===== src/rtl/tt_nco_pkg.sv =====
// Shared definitions for the multiphase NCO: FSM state encoding, the
// tuning-word saturation helper and the dither LFSR constants.
package tt_nco_pkg;

  // Run-control states of the oscillator.
  typedef enum logic [1:0] {
    NCO_IDLE  = 2'd0,
    NCO_RUN   = 2'd1,
    NCO_DRAIN = 2'd2
  } nco_state_t;

  // Width used for clamping; wide enough for any tuning-word sum with ACC_W <= 62.
  localparam int SAT_W = 64;

  // Dither LFSR: x^16 + x^14 + x^13 + x^11 + 1, Fibonacci form shifting left.
  localparam logic [15:0] LFSR_SEED = 16'hACE1;
  localparam logic [15:0] LFSR_TAPS = 16'hB400;

  // Clamp a signed value into [lo, hi].
  function automatic logic signed [SAT_W-1:0] saturate(
    input logic signed [SAT_W-1:0] value,
    input logic signed [SAT_W-1:0] lo,
    input logic signed [SAT_W-1:0] hi
  );
    logic signed [SAT_W-1:0] result;
    result = value;
    if (value < lo) result = lo;
    else if (value > hi) result = hi;
    saturate = result;
  endfunction

endpackage


===== src/rtl/tt_nco_ctrl_if.sv =====
// Control port of the NCO: converts the signed PI word into a clamped tuning
// word and holds it in a single pending slot until the core applies it.
//
// Handshake: a word is accepted on a cycle where ctrl_valid and ctrl_ready
// are both high; ctrl_ready is simply ~pending, so after an accept the port
// stays busy until the core pulses apply, and ready is high again on the
// following cycle. A valid held while ready is low is not consumed.
module tt_nco_ctrl_if
  import tt_nco_pkg::*;
#(
  parameter int     ACC_W      = 24,
  parameter int     CTRL_SHIFT = 10,
  parameter longint BASE_FTW   = 64'h0001_0000,
  parameter longint FTW_MIN    = 1,
  parameter longint FTW_MAX    = longint'(1) << (ACC_W - 1)
) (
  input  logic               clk,
  input  logic               rst_n,
  input  logic signed [31:0] control,
  input  logic               ctrl_valid,
  input  logic               apply,
  output logic               ctrl_ready,
  output logic               pending,
  output logic [ACC_W-1:0]   pending_ftw,
  output logic               sat
);

  // Arithmetic width: two guard bits above the wider of accumulator and control.
  localparam int T_W = ((ACC_W > 32) ? ACC_W : 32) + 2;

  logic signed [T_W-1:0]   ctrl_ext;
  logic signed [T_W-1:0]   t_sum;
  logic signed [SAT_W-1:0] t_wide;
  logic signed [SAT_W-1:0] t_clamped;
  logic [ACC_W-1:0]        clamp_ftw;
  logic                    clamped;
  logic                    accept;

  assign ctrl_ready = ~pending;
  assign accept     = ctrl_valid & ctrl_ready;

  // Tuning word = base + scaled control, then clamped into the legal range.
  always_comb begin
    ctrl_ext  = T_W'(control);
    t_sum     = (ctrl_ext >>> CTRL_SHIFT) + T_W'(BASE_FTW);
    t_wide    = SAT_W'(t_sum);
    t_clamped = saturate(t_wide, FTW_MIN, FTW_MAX);
    clamped   = (t_clamped != t_wide);
    clamp_ftw = ACC_W'(t_clamped);
  end

  // Pending slot: filled on accept, emptied when the core applies the word.
  always_ff @(posedge clk or negedge rst_n) begin
    if (!rst_n) begin
      pending     <= 1'b0;
      pending_ftw <= '0;
      sat         <= 1'b0;
    end else if (accept) begin
      pending     <= 1'b1;
      pending_ftw <= clamp_ftw;
      sat         <= clamped;
    end else if (apply) begin
      pending     <= 1'b0;
    end
  end

endmodule


===== src/rtl/tt_nco_multiphase.sv =====
// Multiphase numerically controlled oscillator. A phase accumulator clocked
// by the system clock produces a 50%-duty generated clock (accumulator MSB)
// and NUM_PH equally spaced phase taps. New tuning words from the control
// port take effect only on an accumulator carry, so every output period is
// generated with one consistent word.
//
// Build option: define TT_NCO_DITHER_EN to add a 16-bit LFSR whose low bits
// are added to the accumulator increment while running.
module tt_nco_multiphase
  import tt_nco_pkg::*;
#(
  parameter int     ACC_W      = 24,
  parameter int     CTRL_SHIFT = 10,
  parameter longint BASE_FTW   = 64'h0001_0000,
  parameter longint FTW_MIN    = 1,
  parameter longint FTW_MAX    = longint'(1) << (ACC_W - 1),
  parameter int     NUM_PH     = 4
) (
  input  logic               i_clk,
  input  logic               i_rst_n,
  input  logic               i_enable,
  input  logic signed [31:0] i_control,
  input  logic               i_ctrl_valid,
  output logic               o_ctrl_ready,
  output logic               o_clk_gen,
  output logic [NUM_PH-1:0]  o_phase,
  output logic               o_wrap,
  output logic [ACC_W-1:0]   o_ftw,
  output logic               o_sat,
  output logic [1:0]         o_state
);

  // Word in use after reset: the base word, clamped like any other.
  localparam logic [ACC_W-1:0] FTW_RESET = ACC_W'(saturate(BASE_FTW, FTW_MIN, FTW_MAX));
  // Accumulator offset between adjacent phase taps.
  localparam logic [ACC_W-1:0] PH_STEP =
    ACC_W'((longint'(1) << ACC_W) / longint'(NUM_PH));

  nco_state_t          state;
  nco_state_t          state_next;
  logic [ACC_W-1:0]    acc;
  logic [ACC_W-1:0]    acc_next;
  logic [ACC_W-1:0]    ftw;
  logic [ACC_W-1:0]    inc;
  logic [ACC_W:0]      sum;
  logic                carry;
  logic                carry_r;
  logic                apply;
  logic                running;
  logic                pending;
  logic [ACC_W-1:0]    pending_ftw;
  logic [NUM_PH-1:0]   phase_next;

  tt_nco_ctrl_if #(
    .ACC_W      (ACC_W),
    .CTRL_SHIFT (CTRL_SHIFT),
    .BASE_FTW   (BASE_FTW),
    .FTW_MIN    (FTW_MIN),
    .FTW_MAX    (FTW_MAX)
  ) u_ctrl_if (
    .clk         (i_clk),
    .rst_n       (i_rst_n),
    .control     (i_control),
    .ctrl_valid  (i_ctrl_valid),
    .apply       (apply),
    .ctrl_ready  (o_ctrl_ready),
    .pending     (pending),
    .pending_ftw (pending_ftw),
    .sat         (o_sat)
  );

  assign running = (state != NCO_IDLE);
  assign o_state = state;
  assign o_ftw   = ftw;

`ifdef TT_NCO_DITHER_EN
  // Number of LFSR bits folded into the increment.
  localparam int DW = (ACC_W - 1 < 4) ? ACC_W - 1 : 4;

  logic [15:0] lfsr;

  // Dither LFSR steps only while the accumulator is running.
  always_ff @(posedge i_clk or negedge i_rst_n) begin
    if (!i_rst_n) lfsr <= LFSR_SEED;
    else if (running) lfsr <= {lfsr[14:0], ^(lfsr & LFSR_TAPS)};
  end

  assign inc = ftw + ACC_W'(lfsr[DW-1:0]);
`else
  assign inc = ftw;
`endif

  // FSM state register.
  always_ff @(posedge i_clk or negedge i_rst_n) begin
    if (!i_rst_n) state <= NCO_IDLE;
    else state <= state_next;
  end

  // Next state, next accumulator value and the tuning-word apply point.
  always_comb begin
    state_next = state;
    acc_next   = acc;
    carry      = 1'b0;
    apply      = 1'b0;
    sum        = {1'b0, acc} + {1'b0, inc};
    case (state)
      NCO_IDLE: begin
        // Nothing is being generated, so a new word can land immediately.
        apply = pending;
        if (i_enable) state_next = NCO_RUN;
      end
      NCO_RUN: begin
        acc_next = sum[ACC_W-1:0];
        carry    = sum[ACC_W];
        apply    = pending & sum[ACC_W];
        if (!i_enable) state_next = NCO_DRAIN;
      end
      NCO_DRAIN: begin
        // Finish the current period; stop cleanly at the carry.
        acc_next = sum[ACC_W-1:0];
        carry    = sum[ACC_W];
        apply    = pending & sum[ACC_W];
        if (i_enable) begin
          state_next = NCO_RUN;
        end else if (sum[ACC_W]) begin
          state_next = NCO_IDLE;
          acc_next   = '0;
        end
      end
      default: begin
        state_next = NCO_IDLE;
        acc_next   = '0;
      end
    endcase
  end

  // Accumulator and tuning word; the word switches on the carry edge.
  always_ff @(posedge i_clk or negedge i_rst_n) begin
    if (!i_rst_n) begin
      acc <= '0;
      ftw <= FTW_RESET;
    end else begin
      acc <= acc_next;
      if (apply) ftw <= pending_ftw;
    end
  end

  // Phase taps: tap k reads the accumulator advanced by k/NUM_PH of a turn.
  for (genvar k = 0; k < NUM_PH; k++) begin : g_tap
    logic [ACC_W-1:0] tap_acc;
    assign tap_acc       = acc + ACC_W'(k) * PH_STEP;
    assign phase_next[k] = running & tap_acc[ACC_W-1];
  end

  // Output registers; carry is staged once more so o_wrap lines up with the
  // falling edge of o_clk_gen.
  always_ff @(posedge i_clk or negedge i_rst_n) begin
    if (!i_rst_n) begin
      o_phase <= '0;
      carry_r <= 1'b0;
      o_wrap  <= 1'b0;
    end else begin
      o_phase <= phase_next;
      carry_r <= carry;
      o_wrap  <= carry_r;
    end
  end

  assign o_clk_gen = o_phase[0];

endmodule

===== config.mk =====
export PLATFORM = sky130hd
export DESIGN_NAME = tt_nco_multiphase
export DESIGN_NICKNAME = d
export VERILOG_FILES = /design/src/rtl/tt_nco_pkg.sv /design/src/rtl/tt_nco_ctrl_if.sv /design/src/rtl/tt_nco_multiphase.sv
export SDC_FILE = /design/constraint.sdc
export NUM_CORES = 1
export LEC_CHECK = 0
export ABC_AREA = 1
export ABC_CLOCK_PERIOD_IN_PS = 1880
export CAP_MARGIN = 15
export CORE_MARGIN = 4
export CORE_UTILIZATION = 40
export CTS_CLUSTER_DIAMETER = 40
export DETAILED_ROUTE_END_ITERATION = 8
export GPL_ROUTABILITY_DRIVEN = 0
export GPL_TIMING_DRIVEN = 0
export PLACE_DENSITY_LB_ADDON = 0.08
export SYNTH_ARGS = -nofsm -noshare
export SYNTH_HDL_FRONTEND = slang
export SYNTH_SLANG_ARGS = --single-unit

===== constraint.sdc =====
create_clock -name i_clk -period 1.88 [get_ports i_clk]
set_input_delay 0.188 -clock i_clk [delete_from_list [all_inputs] [get_ports i_clk]]
set_output_delay 0.188 -clock i_clk [all_outputs]
set_load 0.01 [all_outputs]

==> run_results.csv, run 1 <==
group,metric,value,unit
setup_path,rr_startpoint,"o_ftw[12]",
final_layout,drive_gt1_frac,0.235,
final_layout,area_growth,42.9,%
synthesis,syn_area_per_cell,7.22,um^2
placement,io_buffers,59,
final_layout,fin_nets,886,
detailed_routing,drc_errors,0,
setup_path,crit_fanout,8,
global_route,grt_util_all_layers,0.207,
setup_path,reg2reg_to,"o_ftw[21]",
synthesis,synth_seq_area_share,0.394,
synthesis,synth.most_common_cell,"nand2_1",
floorplanning,fp.dieH,121,um
detailed_routing,wirelength,15.0,mm
pwr,peakVddDrop,0.648,mV
outcome,status,"finished with violations",
setup_path,path_cells,"ha_4 > nand2_1 > nor2_1 > nand2_1 > nor2_2 > nand2_4 > nand3_2 > nand2_4 > nand2_8 > nand2_8 > clkbuf_16 > nand2_2 > nand2_1",
timing,worst_hold_slack,0.0429,ns
detailed_routing,viasPerCell,4.93,
detailed_routing,firstDrtPassIters,5,
timing,slew_headroom,0.545,
setup_path,critical_path_class,"reg -> reg",
setup_path,crit_family,"simple AND/OR/NAND/NOR gates",
min_path,hold_path_class,"in -> reg",
detailed_routing,first_iter_violations,228,
timing,clock.fmax,0.455,GHz
timing,min_period,2.20,ns
clock_network,ctsLongestPathBuffers,2,
pwr,leakage,3.70,nW
synthesis,netlist_instances,704,
clock_network,cts_root_buf,"clkbuf_16",
placement,place_hpwl,10.7,mm
clock_network,clkSinkCount,80,
job,drv_cap,0,
synthesis,synth_top_area_frac,0.389,
floorplanning,rows,40,
synthesis,synth_largest_area_cell,"dfrtp_1",
floorplanning,dieArea,14600,um^2
timing,fin_ws,-0.317,ns
pwr,p_per_area,1390,nW/um^2
setup_path,path_buf_inv,1,
placement,post_dp_cell_area,6000,um^2
synthesis,synth.net_count,772,
setup_path,cp_common_cell,"nand2_1",
final_layout,final_util,0.595,
clock_network,cts_tree,"built",
synthesis,ys_ff_latch,80,
setup_path,cp-start-kind,"flip-flop",
min_path,min_to,"u_ctrl_if.pending_ftw[16]",
global_route,grt_pass1_vias,4779,
global_route,grt_pass1_wl,23.7,mm
setup_path,crit_path_start,"o_ftw[12]",
setup_path,r2r_slack,-0.32,ns
synthesis,synth_flop_cell,"dfrtp_1",
timing,finalCritPeriodShare,1.17,
clock_network,clk_pin_slew,0.06,ns
synthesis,netlist_area,5080,um^2
min_path,worstHoldStart,"i_control[26]",
floorplanning,num_io_pins,70,
synthesis,synth_cell_types,34,
timing,rsz0062_at_grt,"true",
global_route,grt_start_max_net_pins,67,
final_layout,n_fill_cell,1148,
setup_path,critPathSlowestCell,"dfrtp_1",
setup_path,max_stage_delay,0.48,ns
detailed_routing,wl_per_cell,15.2,um
floorplanning,initial_core_util,0.416,
timing,finalClockSkew,0.00741,ns
timing,worstMarginPinSlew,0.682,ns
global_route,gr-total-overflow,0,
final_layout,antenna_cells,0,
setup_path,cp.arrival,2.43,ns
synthesis,ys_top_cells_by_count,"nand2_1 (252), inv_1 (106), dfrtp_1 (79)",
setup_path,required,2.12,ns
setup_path,cp-end-kind,"flip-flop",
clock_network,clk_latency,0.35,ns
synthesis,synth-edff-count,0,
synthesis,yosys-top-cells-area,"dfrtp_1 (39%), nand2_1 (19%), inv_1 (7.8%)",
global_route,antenna_found_initial,0,
floorplanning,fp.coreArea,12200,um^2
outcome,failed_checks,"negative setup slack",
min_path,holdPathStages,2,
clock_network,cts-buffers-inserted,9,
timing,drv_slew,0,
clock_network,htree_num_levels,3,
detailed_routing,ant_nets,0,
floorplanning,fp.dieW,121,um
synthesis,async_flop_share,1.00,
timing,finalSetupViolCount,51,
synthesis,yosysWarnings,0,
final_layout,design_area,7270,um^2
detailed_routing,vias,4885,
timing,finalHoldViolations,0,
setup_path,reg2reg_depth,13,
worst max path at each step:
stage,slack (ns),cells after the start,to
2_1_floorplan,-0.15,16,o_ftw[22]
3_3_place_gp,-2.40,1,u_ctrl_if.sat
3_5_place_dp,-1.01,12,u_ctrl_if.pending_ftw[10]
4_1_cts,-0.26,16,o_ftw[7]
5_1_grt,-0.43,13,o_ftw[21]
6_report,-0.32,13,o_ftw[21]
repair_timing:
action | CTS | global route
resized for setup | 51 | 106
hold endpoints to repair | 14 | 0
setup endpoints to repair | 73 | 79
gates cloned | 2 | 3
pin swaps | 15 | 30
hold buffers | 1 | 0
setup buffers | 25 | 13
where the power goes:
part	total [mW]	switching [mW]	internal [mW]
Combinational	5.49	2.93	2.56
Clock	1.68	0.746	0.937
Sequential	2.95	0.611	2.34
Total	10.1	4.28	5.83
cell type report:
| class | instances | area (um^2) | area share |
|---|---|---|---|
| Inverter | 106 | 404 | 0.0556 |
| Tap cell | 168 | 210 | 0.0289 |
| Clock inverter | 4 | 30.0 | 0.00413 |
| Sequential cell | 80 | 2020 | 0.278 |
| Multi-Input combinational cell | 502 | 3190 | 0.439 |
| Timing Repair Buffer | 103 | 1020 | 0.141 |
| Clock buffer | 12 | 246 | 0.0339 |
| Buffer | 16 | 138 | 0.0189 |
placed cells by master, fill, tap and decap left out, types with 11 or more instances in the layout:
master,count
nand2_1,235
inv_1,92
dfrtp_1,65
nand3_1,44
clkdlybuf4s50_1,43
nor2_1,41
buf_4,37
ha_4,24
nand3_2,17
nand2_2,17
a21oi_1,14
dfrtp_2,14
inv_2,12
clkbuf_16,12
o21bai_1,11
cells by family (layout without fill, tap and decap cells):
group | after synthesis | count (layout) | synth area share
flops | 80 | 80 | 0.394
compound gates | 57 | 57 | 0.0692
xor+xnor | 17 | 17 | 0.0293
fa+ha+maj | 32 | 32 | 0.0802
buf+inv | 122 | 241 | 0.0975
simple gates | 396 | 396 | 0.330
sequential cells by signal, indices dropped and copies added (netlist names):
name and flops:
u_ctrl_if.pending_ftw 23, acc 24, o_state 2, u_ctrl_if.pending 1, o_wrap 1, o_phase 4, carry_r 1, u_ctrl_if.sat 1
o_ftw 23
per-layer routing:
| layer | global-route usage | wire length (um) | up-vias |
|---|---|---|---|
| met5 | 0 | 0 | - |
| met4 | 0.0822 | 380 | 0 |
| met3 | 0.0267 | 542 | 30 |
| met2 | 0.349 | 7490 | 106 |
| met1 | 0.269 | 6610 | 2296 |
| li1 | - | - | 2453 |
stage by stage:
step / setup slack [ns] / setup TNS [ns] / std cells / total power [mW]
floorplan: -0.147 / -5.90 / 704 / 5.36
CTS: -0.258 / -10.39 / 976 / 9.17
global placement: -2.40 / -228.59 / 931 / 6.78
global route: -0.429 / -18.67 / 991 / 10.8
detailed placement: -1.01 / -40.23 / 932 / 6.84
finish: -0.317 / -12.53 / 991 / 10.1
(Power assumes the default switching activity.)
==> run 2: changes to the inputs <==
- CTS_BUF_LIST: not set -> sky130_fd_sc_hd__clkbuf_4 sky130_fd_sc_hd__clkbuf_8
==> run_results.csv, run 2 (synthesized netlist as in run 1, its figures left out) <==
group,metric,value,unit
detailed_routing,ant_nets,0,
setup_path,required,2.14,ns
timing,rsz0062_at_grt,"true",
pwr,swShare,0.436,
timing,slew_headroom,0.527,
detailed_routing,drc_errors,0,
clock_network,ctsLongestPathBuffers,2,
detailed_routing,wirelength,14.8,mm
pwr,p_per_area,1340,nW/um^2
detailed_routing,vias,4850,
detailed_routing,firstDrtPassIters,4,
floorplanning,fp.dieW,121,um
floorplanning,num_io_pins,70,
setup_path,crit_fanout,8,
clock_network,cts_tree,"built",
pwr,pwr-share-clk,0.130,
setup_path,crit_path_start,"acc[0]",
detailed_routing,wl_per_cell,14.9,um
floorplanning,fp.coreArea,12200,um^2
clock_network,clk_latency,0.37,ns
clock_network,cts_root_buf,"clkbuf_8",
timing,clock.fmax,0.463,GHz
setup_path,cp-start-kind,"flip-flop",
global_route,antenna_found_initial,0,
final_layout,final_common_cell,"nand2_1",
detailed_routing,first_iter_violations,229,
timing,finalCritPeriodShare,1.15,
detailed_routing,wl_met2,7.36,mm
outcome,failed_checks,"negative setup slack",
pwr,leakage,3.66,nW
timing,min_period,2.16,ns
setup_path,critical_path_class,"reg -> reg",
final_layout,drive_gt1_frac,0.235,
setup_path,rr_startpoint,"acc[0]",
pwr,peakVddDrop,0.634,mV
global_route,gr-total-overflow,0,
global_route,grt_pass1_vias,4799,
final_layout,antenna_cells,0,
final_layout,area_growth,40.6,%
pwr,pwr-share-comb,0.563,
clock_network,clkSinkCount,80,
placement,io_buffers,59,
global_route,grt_start_max_net_pins,67,
timing,finalHoldViolations,0,
final_layout,layout_common_cells,"nand2_1 (228), inv_1 (101), dfrtp_1 (65), clkdlybuf4s50_1 (47), nand3_1 (44)",
timing,finalSetupViolCount,51,
timing,tns,-11.22,ns
timing,finalClockSkew,0.0117,ns
timing,drv_slew,0,
job,drv_cap,0,
floorplanning,rows,40,
pwr,seq_power_share,0.307,
placement,place_hpwl,10.7,mm
outcome,status,"finished with violations",
clock_network,cts-buffers-inserted,9,
pwr,p_switching,4.17,mW
pwr,internal_power,5.39,mW
final_layout,fin_nets,886,
clock_network,clk_pin_slew,0.09,ns
min_path,worstHoldStart,"i_control[12]",
global_route,grt_util_all_layers,0.206,
global_route,grt_pass1_wl,23.7,mm
final_layout,top_register,"acc",
floorplanning,dieArea,14600,um^2
placement,pre_cts_ws,-1.01,ns
timing,worstMarginPinSlew,0.710,ns
timing,fin_ws,-0.282,ns
final_layout,largest_reg_flops,24,
detailed_routing,wl_met3,685,um
setup_path,cp-end-kind,"flip-flop",
floorplanning,initial_core_util,0.416,
setup_path,cp.arrival,2.42,ns
clock_network,htree_num_levels,3,
detailed_routing,topRoutingLayerUsed,"met4",
detailed_routing,met1_length,6.43,mm
min_path,hold_path_class,"in -> reg",
floorplanning,fp.dieH,121,um
detailed_routing,viasPerCell,4.89,
-- run 2: cell type report --
class / count / area (um^2)
inverter: 106 / 400
clock buffer: 12 / 153
sequential: 80 / 2020
buffer: 16 / 138
multi-input combinational: 502 / 3200
tap: 168 / 210
clock inverter: 4 / 30.0
fill: 1164 / 5060
timing repair buffer: 103 / 993
-- run 2: critical path: stages (launching register included) --
cell and delay, ns:
dfrtp_1 0.40, ha_4 0.16, inv_2 0.04, fa_2 0.39
inv_2 0.07, nand2_2 0.05, nand2_2 0.06, nand3_2 0.08
nand2_4 0.11, nand2_4 0.06, nand3_4 0.07, nand2_4 0.07
nand2_8 0.12, nand2_8 0.09, clkbuf_16 0.18, nand2_2 0.05
nand2_1 0.05
-- run 2: layer usage --
layer,up-vias,global-route usage
met4,0,0.0687
li1,2453,-
met1,2277,0.268
met3,21,0.0323
met5,-,0
met2,99,0.350
-- run 2: path summary, 6_finish.rpt --
kind                       cells past startpoint                       end  slack, ns
max                                           16                 o_ftw[21]      -0.28
max in group asynchronous                      3                 o_ftw[16]       1.01
min                                            2  u_ctrl_if.pending_ftw[2]       0.09
min reg2reg                                    0                    o_wrap       0.37
min in group asynchronous                      2                   acc[15]       0.21
max reg2reg                                   16                 o_ftw[21]      -0.28
-- run 2: power by group through the flow --
stage / registers [mW] / logic, mW / clock network, mW
2_1_floorplan: 2.74 / 2.62 / 0
5_1_grt: 3.02 / 5.91 / 1.34
3_5_place_dp: 2.81 / 4.03 / 0
4_1_cts: 2.87 / 4.60 / 1.26
6_report: 2.94 / 5.38 / 1.24
3_3_place_gp: 2.80 / 3.98 / 0
-- run 2: what timing repair did --
action | in CTS | in global routing
endpoints found under the hold margin | 14 | 1
cloned | 2 | 2
hold buffers | 1 | 1
resized for setup | 50 | 102
setup buffers | 24 | 14
pin swaps | 15 | 24
endpoints found under the setup margin | 73 | 79
-- run 2: through the flow --
step	hold slack [ns]	utilization	area [um^2]	cells	power [mW]
2_1_floorplan	-0.108	-	5170	704	5.36
3_3_place_gp	0.342	0.489	5970	931	6.78
3_5_place_dp	0.0800	0.491	6000	932	6.84
4_1_cts	0.162	0.546	6670	975	8.74
5_1_grt	0.0922	0.585	7150	991	10.3
6_report	0.0900	0.585	7150	991	9.56
==> run 3: changes to the inputs <==
- TNS_END_PERCENT: not set -> 5
==> run_results.csv, run 3 (synthesized netlist as in run 1, its figures left out) <==
group,metric,value,unit
floorplanning,dieArea,14600,um^2
placement,pre_cts_ws,-0.994,ns
final_layout,largest_reg_flops,24,
timing,finalSetupViolCount,50,
placement,place_hpwl,10.7,mm
floorplanning,initial_core_util,0.416,
pwr,total_power,9.04,mW
detailed_routing,vias,4726,
detailed_routing,wl_per_cell,14.5,um
global_route,grt_util_all_layers,0.198,
final_layout,fin_nets,869,
floorplanning,rows,40,
detailed_routing,first_iter_violations,235,
setup_path,crit_fanout,10,
timing,finalCritPeriodShare,1.13,
global_route,grt_pass1_wl,22.7,mm
setup_path,required,2.13,ns
setup_path,critical_path_class,"reg -> reg",
timing,finalClockSkew,0.0163,ns
clock_network,clk_pin_slew,0.08,ns
clock_network,cts_tree,"built",
clock_network,ctsLongestPathBuffers,2,
final_layout,top_register,"acc",
timing,fin_ws,-0.236,ns
pwr,p_per_area,1320,nW/um^2
detailed_routing,ant_nets,0,
setup_path,cp.arrival,2.37,ns
final_layout,layout_common_cells,"nand2_1 (237), inv_1 (102), dfrtp_1 (65), nand3_1 (52), clkdlybuf4s50_1 (48)",
clock_network,cts-buffers-inserted,9,
outcome,status,"finished with violations",
final_layout,antenna_cells,0,
floorplanning,fp.dieH,121,um
setup_path,path_cells,"ha_4 > inv_2 > fa_2 > inv_2 > nand2_2 > nand2_2 > nand3_2 > nand2_2 > nand2_2 > nand3_2 > nand2_2 > nand2_4 > nand2_8 > buf_6 > nand2_1 > nand2_1",
final_layout,n_fill_cell,1191,
clock_network,htree_num_levels,3,
floorplanning,fp.dieW,121,um
global_route,gr-total-overflow,0,
timing,min_period,2.12,ns
global_route,grt_pass1_vias,4552,
setup_path,cp_common_cell,"nand2_2",
clock_network,clk_latency,0.37,ns
timing,drv_slew,0,
setup_path,critPathSlowestCell,"dfrtp_1",
timing,clock.fmax,0.473,GHz
timing,rsz0062_at_grt,"true",
clock_network,cts_root_buf,"clkbuf_8",
final_layout,final_common_cell,"nand2_1",
placement,io_buffers,59,
detailed_routing,firstDrtPassIters,4,
setup_path,crit_family,"simple AND/OR/NAND/NOR gates",
floorplanning,num_io_pins,70,
setup_path,cp-start-kind,"flip-flop",
global_route,antenna_found_initial,0,
job,drv_cap,0,
detailed_routing,wirelength,14.1,mm
detailed_routing,drc_errors,0,
floorplanning,fp.coreArea,12200,um^2
timing,worstMarginPinSlew,0.634,ns
timing,finalHoldViolations,0,
final_layout,area_growth,34.5,%
outcome,failed_checks,"negative setup slack",
setup_path,max_stage_delay,0.41,ns
final_layout,drive_gt1_frac,0.190,
detailed_routing,viasPerCell,4.85,
global_route,grt_start_max_net_pins,67,
setup_path,path_buf_inv,3,
setup_path,cp-end-kind,"flip-flop",
timing,slew_headroom,0.578,
pwr,peakVddDrop,0.636,mV
min_path,hold_path_class,"in -> reg",
clock_network,clkSinkCount,80,
pwr,leakage,3.51,nW
-- run 3: cell count changes in the layout (fill, tap and decap cells not counted), sizes merged --
cell	delta
dlygate4sd3	-1
inv	+2
clkbuf	-3
clkinv	-1
clkinvlp	+1
buf	-17
clkdlybuf4s50	+1
dlygate4sd2	+1
-- run 3: final cells by class --
cell class,instances,area (um^2),share of cell area
inverters,106,398,0.0582
flip-flops and latches,80,2020,0.296
clock inverters,6,50.0,0.00732
repair buffers,86,843,0.123
well taps,168,210,0.0307
plain buffers,16,126,0.0185
clock buffers,10,131,0.0192
multi-input cells,502,3060,0.447
-- run 3: stage by stage --
step / std cells / TNS [ns] / cell area [um^2] / util / hold WS (ns)
6_report: 974 / -9.00 / 6840 / 0.560 / 0.0627
3_5_place_dp: 932 / -40.89 / 5950 / 0.487 / 0.0760
5_1_grt: 974 / -14.61 / 6840 / 0.560 / 0.0638
3_3_place_gp: 931 / -230.18 / 5920 / 0.485 / 0.340
2_1_floorplan: 704 / -6.96 / 5120 / - / -0.108
4_1_cts: 969 / -10.86 / 6530 / 0.535 / 0.158
-- run 3: timing repair --
item | CTS | global route
hold endpoints to repair | 14 | 0
buffers inserted | 20 | 3
cloned | 0 | 2
hold buffers | 1 | 0
gates resized for setup | 43 | 73
pin swaps | 11 | 13
endpoints found under the setup margin | 74 | 72
-- run 3: metal layers --
metal	GRT usage	vias to the layer above	share of wire
li1	-	2406	-
met1	0.253	2198	0.44
met2	0.337	98	0.49
met3	0.0379	24	0.044
met4	0.0630	0	0.022
met5	0	-	0
-- run 3: worst paths after layout --
path	startpoint	to	slack [ns]	cells after the start
setup / recovery	o_ftw[0]	o_ftw[4]	-0.24	16
hold / removal	i_control[26]	u_ctrl_if.pending_ftw[16]	0.06	2
setup reg to reg	o_ftw[0]	o_ftw[4]	-0.24	16
hold reg to reg	carry_r	o_wrap	0.36	0
max in group asynchronous	i_rst_n	o_ftw[16]	1.02	3
min in group asynchronous	i_rst_n	acc[8]	0.21	2
-- run 3: worst reg2reg max path: stages, from the launching register on --
cell and delay [ns]:
dfrtp_1 0.41, ha_4 0.16, inv_2 0.03, fa_2 0.35, inv_2 0.08, nand2_2 0.05
nand2_2 0.06, nand3_2 0.06, nand2_2 0.11, nand2_2 0.07, nand3_2 0.08, nand2_2 0.07
nand2_4 0.13, nand2_8 0.09, buf_6 0.16, nand2_1 0.05, nand2_1 0.05
-- run 3: report_power, final --
part	total, mW	leakage [nW]	switching (mW)	internal, mW
sequential	2.94	1.04	0.610	2.33
combinational	4.88	2.39	2.64	2.24
clock	1.22	0.0873	0.711	0.511
total	9.04	3.51	3.96	5.08
